## src/rtl/uart_tx_frame.sv

```systemverilog
// UART frame transmitter: start bit, DATA_BITS data bits, optional parity, 1-2 stop bits.
// An internal baud counter sets the bit timing on tx_Clk. Every output is a register.
module uart_tx_frame #(
    parameter int CLKS_PER_BIT = 16,
    parameter int DATA_BITS    = 8,
    parameter int PARITY_MODE  = 0,
    parameter int STOP_BITS    = 1,
    parameter int LSB_FIRST    = 1
) (
    input  logic                 tx_Clk,
    input  logic                 tx_Rst_n,
    input  logic [DATA_BITS-1:0] i_tx_data,
    input  logic                 tx_valid,
    output logic                 tx_ready,
    output logic                 out_bit,
    output logic                 tx_busy,
    output logic                 tx_done
);
    localparam int CW    = $clog2(CLKS_PER_BIT);
    localparam int IW    = $clog2(DATA_BITS);
    localparam int NSTOP = (STOP_BITS == 2) ? 2 : 1;
    localparam logic HAS_PAR = (PARITY_MODE == 1) || (PARITY_MODE == 2);
    localparam logic ODD_PAR = (PARITY_MODE == 2);
    localparam logic [CW-1:0] BAUD_LAST = CW'(CLKS_PER_BIT - 1);
    localparam logic [IW-1:0] DATA_LAST = IW'(DATA_BITS - 1);
    localparam logic [IW-1:0] STOP_LAST = IW'(NSTOP - 1);

    typedef enum logic [2:0] {IDLE, START, DATA, PARITY, STOP} state_t;

    state_t               state, state_nx;
    logic [CW-1:0]        baud, baud_nx;
    logic [IW-1:0]        idx, idx_nx;
    logic [DATA_BITS-1:0] shreg, shreg_nx;
    logic                 par, par_nx;
    logic                 bit_end;
    logic                 out_nx, ready_nx, busy_nx, done_nx;

    always_ff @(posedge tx_Clk) begin
        if (!tx_Rst_n) begin
            state    <= IDLE;
            baud     <= '0;
            idx      <= '0;
            shreg    <= '0;
            par      <= 1'b0;
            out_bit  <= 1'b1;
            tx_ready <= 1'b1;
            tx_busy  <= 1'b0;
            tx_done  <= 1'b0;
        end else begin
            state    <= state_nx;
            baud     <= baud_nx;
            idx      <= idx_nx;
            shreg    <= shreg_nx;
            par      <= par_nx;
            out_bit  <= out_nx;
            tx_ready <= ready_nx;
            tx_busy  <= busy_nx;
            tx_done  <= done_nx;
        end
    end

    always_comb begin
        state_nx = state;
        baud_nx  = baud;
        idx_nx   = idx;
        shreg_nx = shreg;
        par_nx   = par;
        done_nx  = 1'b0;
        bit_end  = (baud == BAUD_LAST);

        if (state != IDLE)
            baud_nx = bit_end ? '0 : baud + 1'b1;

        case (state)
            IDLE: begin
                if (tx_valid && tx_ready) begin
                    shreg_nx = i_tx_data;
                    par_nx   = (^i_tx_data) ^ ODD_PAR;
                    baud_nx  = '0;
                    idx_nx   = '0;
                    state_nx = START;
                end
            end
            START: begin
                if (bit_end) state_nx = DATA;
            end
            DATA: begin
                if (bit_end) begin
                    // The bit on the line is always at the outgoing end of shreg.
                    shreg_nx = (LSB_FIRST != 0) ? (shreg >> 1) : (shreg << 1);
                    if (idx == DATA_LAST) begin
                        idx_nx   = '0;
                        state_nx = HAS_PAR ? PARITY : STOP;
                    end else begin
                        idx_nx = idx + 1'b1;
                    end
                end
            end
            PARITY: begin
                if (bit_end) state_nx = STOP;
            end
            STOP: begin
                if (bit_end) begin
                    if (idx == STOP_LAST) begin
                        idx_nx   = '0;
                        state_nx = IDLE;
                        done_nx  = 1'b1;
                    end else begin
                        idx_nx = idx + 1'b1;
                    end
                end
            end
            default: state_nx = IDLE;
        endcase

        // The line level follows the next state so that out_bit is registered.
        out_nx = 1'b1;
        case (state_nx)
            START:   out_nx = 1'b0;
            DATA:    out_nx = (LSB_FIRST != 0) ? shreg_nx[0] : shreg_nx[DATA_BITS-1];
            PARITY:  out_nx = par_nx;
            default: out_nx = 1'b1;
        endcase

        ready_nx = (state_nx == IDLE);
        busy_nx  = (state_nx != IDLE);
    end
endmodule
```

## config.mk

```make
export PLATFORM = sky130hd
export DESIGN_NAME = uart_tx_frame
export DESIGN_NICKNAME = d
export VERILOG_FILES = /design/src/rtl/uart_tx_frame.sv
export SDC_FILE = /design/constraint.sdc
export NUM_CORES = 1
export LEC_CHECK = 0
export CAP_MARGIN = 20
export CELL_PAD_IN_SITES_DETAIL_PLACEMENT = 0
export CELL_PAD_IN_SITES_GLOBAL_PLACEMENT = 1
export CORE_UTILIZATION = 25
export CTS_CLUSTER_SIZE = 16
export DETAILED_ROUTE_END_ITERATION = 12
export GPL_ROUTABILITY_DRIVEN = 0
export PLACE_DENSITY = 0.49
export REMOVE_ABC_BUFFERS = 1
export SYNTH_ARGS = -nofsm -noshare
export SYNTH_HDL_FRONTEND = slang
export SYNTH_SLANG_ARGS = --single-unit
```

## constraint.sdc

```tcl
create_clock -name tx_Clk -period 3.2 [get_ports tx_Clk]
set_input_delay 0.8 -clock tx_Clk [delete_from_list [all_inputs] [get_ports tx_Clk]]
set_output_delay 0.8 -clock tx_Clk [all_outputs]
set_load 0.02 [all_outputs]
```

==> flow_summary.ini <==
[setup_path]
critPathLaunchType = flip-flop
cp_data_arrival_time_ps = 1260
cpMaxStageDelayCell = clkdlybuf4s50_1
cp.required_ps = 2400
end_kind = output pin
r2r_slack_ps = 1370
cp-startpoint = tx_ready
r2r_start = state[1]
max_stage_delay_ps = 620
critPathMaxFanout = 3
crit_family = buffers and inverters
crit_buf_inv = 1
cp_cell_sequence = clkdlybuf4s50_1
path_class = flip-flop to output pin

[layout]
multi_input_area_um2 = 686
areaGrowthSynthToFinish_pct = 17.4
final_util_pct = 31.4
diodes = 0
fin_nets = 157
nFillCells = 481
regArea_um2 = 460
drive_above_1_share_pct = 7.09

[synth]
synth_commonest_cells = 23 x dfxtp_1, 13 x nand2_1, 7 x a22oi_1, 7 x xnor2_1
synth_area_mm2 = 0.00120
synth_top_area_share_pct = 38.3
synthDistinctLibCells = 38
synth_ff_type = dfxtp_1
avgSynthCellArea_um2 = 9.33
synth-edff-count = 0
synthCells = 129
yosysMostFrequentCell = dfxtp_1
yosysWarnings = 0
yosysSeqAreaShare_pct = 38.3
synth_top_area_cell = dfxtp_1
ys_async_sr_fraction_pct = 0
synth_top_cells_by_area = dfxtp_1 38%, xnor2_1 5.1%, a22oi_1 4.4%
synth-seq-cells = 23

[route]
drtAntennaViolNets = 0
dr.pass1.iters = 7
remaining_drc_errors = 1
avgViaCountPerCell = 4.79
wl_per_cell_um = 13.5
drtIter0Drc = 15
vias = 925
routed_wl_um = 2600

[timing]
fmax_mhz = 486
worst_slew_pin_slew_ps = 794
final-hold-violation-count = 0
final_max_slew_viol_count = 0
tns_ps = 0
slew_headroom_pct = 46.9
setup_viol = 0
fin_worst_skew_ps = 2.98
timing.final.crit_share_pct = 64.4
fin_crit_ps = 2060
rsz0062_at_grt = false
fin_ws_ps = 1140

[floorplan]
dieArea_mm2 = 0.00510
ios = 15
core_mm2 = 0.00450
dieWidth_um = 71.4
die_y_um = 71.4
start_util_pct = 26.7
row_count = 24

[global_routing]
grt.total_usage_pct = 11.8
grt_pass1_vias = 1017
grt_overflow = 0
antenna_found_initial = 0
grt_first_pass_wirelength_um = 4650
grt_max_degree = 27

[worst_hold_path]
min-delay-start = shreg[5]
hold_class = flip-flop to flip-flop

[clock_network]
clk_latency_ps = 270
tritoncts = yes
cts_buffer_depth = 2
cts.sinks = 23
post-cts-setup-buffer-count = 0
clock-root-buffer = clkbuf_8
ctsHoldBuffers = 0
cts_made_buffers = 3
postCtsResizedCells = 0
clkTransAtPathRegs_ps = 90
h-tree-depth = 1

[power]
p_comb_share_pct = 18.0
switching_share_pct = 27.3
cellPowerDensity_mw_per_mm2 = 433
p_int_w = 0.000445
power.switching_w = 0.000167
p_leak_nw = 0.517
pwr-share-seq_pct = 50.9
max-vdd-ir-drop_mv = 0.145
power_frac_clock_pct = 31.0

[outcome]
status = finished with violations
violations = DRC

[placement]
place_ws_ps = 858
io_buffers = 14
dp_hpwl_um = 1900

[run]
drv_cap = 0
==> logic make-up after synthesis <==
kind of cell,Yosys count,synth area share [%]
fa+ha+maj,4,4.16
compound gates,37,24.6
simple gates,44,19.8
buf+inv,10,4.78
mux,4,3.33
flops,23,38.3
xor+xnor,7,5.09
==> final cells by class <==
class                           instances  area share [%]
Clock buffer                            3            2.92
Clock inverter                          1           0.354
Multi-Input combinational cell         96            48.5
Tap cell                               52            4.61
Timing Repair Buffer                   14            9.92
Sequential cell                        23            32.6
Inverter                                4            1.06
==> power by group through the flow <==
| stage | sequential [W] | clock (W) | combinational (W) |
|---|---|---|---|
| detailed placement | 0.000319 | 0 | 0.000112 |
| global placement | 0.000319 | 0 | 0.000111 |
| CTS | 0.000312 | 0.000200 | 0.000112 |
| global route | 0.000314 | 0.000212 | 0.000124 |
| finish | 0.000312 | 0.000190 | 0.000110 |
| floorplan | 0.000321 | 0 | 0.0000678 |
==> flip-flops by register name, summed over array words and instances, names as in the netlist <==
signal,cells
shreg,8
baud,4
idx,3
state,3
out_bit,1
par,1
tx_busy,1
tx_done,1
tx_ready,1
==> layout by cell type, fill, tap and decap left out, types with 4 or more instances in the layout <==
cell | netlist | routed
mux2i_1 | 4 | 4
a22oi_1 | 7 | 7
dfxtp_1 | 23 | 23
nand3_1 | 6 | 6
inv_1 | 4 | 4
ha_1 | 4 | 4
o21ai_0 | 6 | 6
a21boi_0 | 6 | 6
nor2b_1 | 4 | 4
nand2_1 | 13 | 13
and2_1 | 4 | 4
clkdlybuf4s50_1 | 0 | 14
xnor2_1 | 7 | 7
==> worst paths after layout <==
check | to | cells after the start
max | tx_ready | 1
min | shreg[5] | 2
max reg2reg | out_bit | 4
min reg2reg | shreg[5] | 2
==> metrics by stage <==
step	hold slack (ps)	total power (W)	area, µm²	std cells
floorplan	435	0.000389	1160	123
global placement	451	0.000429	1370	189
detailed placement	446	0.000430	1370	189
CTS	460	0.000624	1410	193
global route	513	0.000650	1410	193
finish	457	0.000612	1410	193
==> routing by layer <==
layer | global-route usage [%] | share of wire, % | up-vias
li1 | - | - | 485
met1 | 14.3 | 47 | 421
met2 | 20.3 | 48 | 14
met3 | 2.11 | 2.5 | 5
met4 | 5.33 | 2.0 | 0
met5 | 0 | 0 | -
Note: power is estimated with default switching activity, not from simulation.
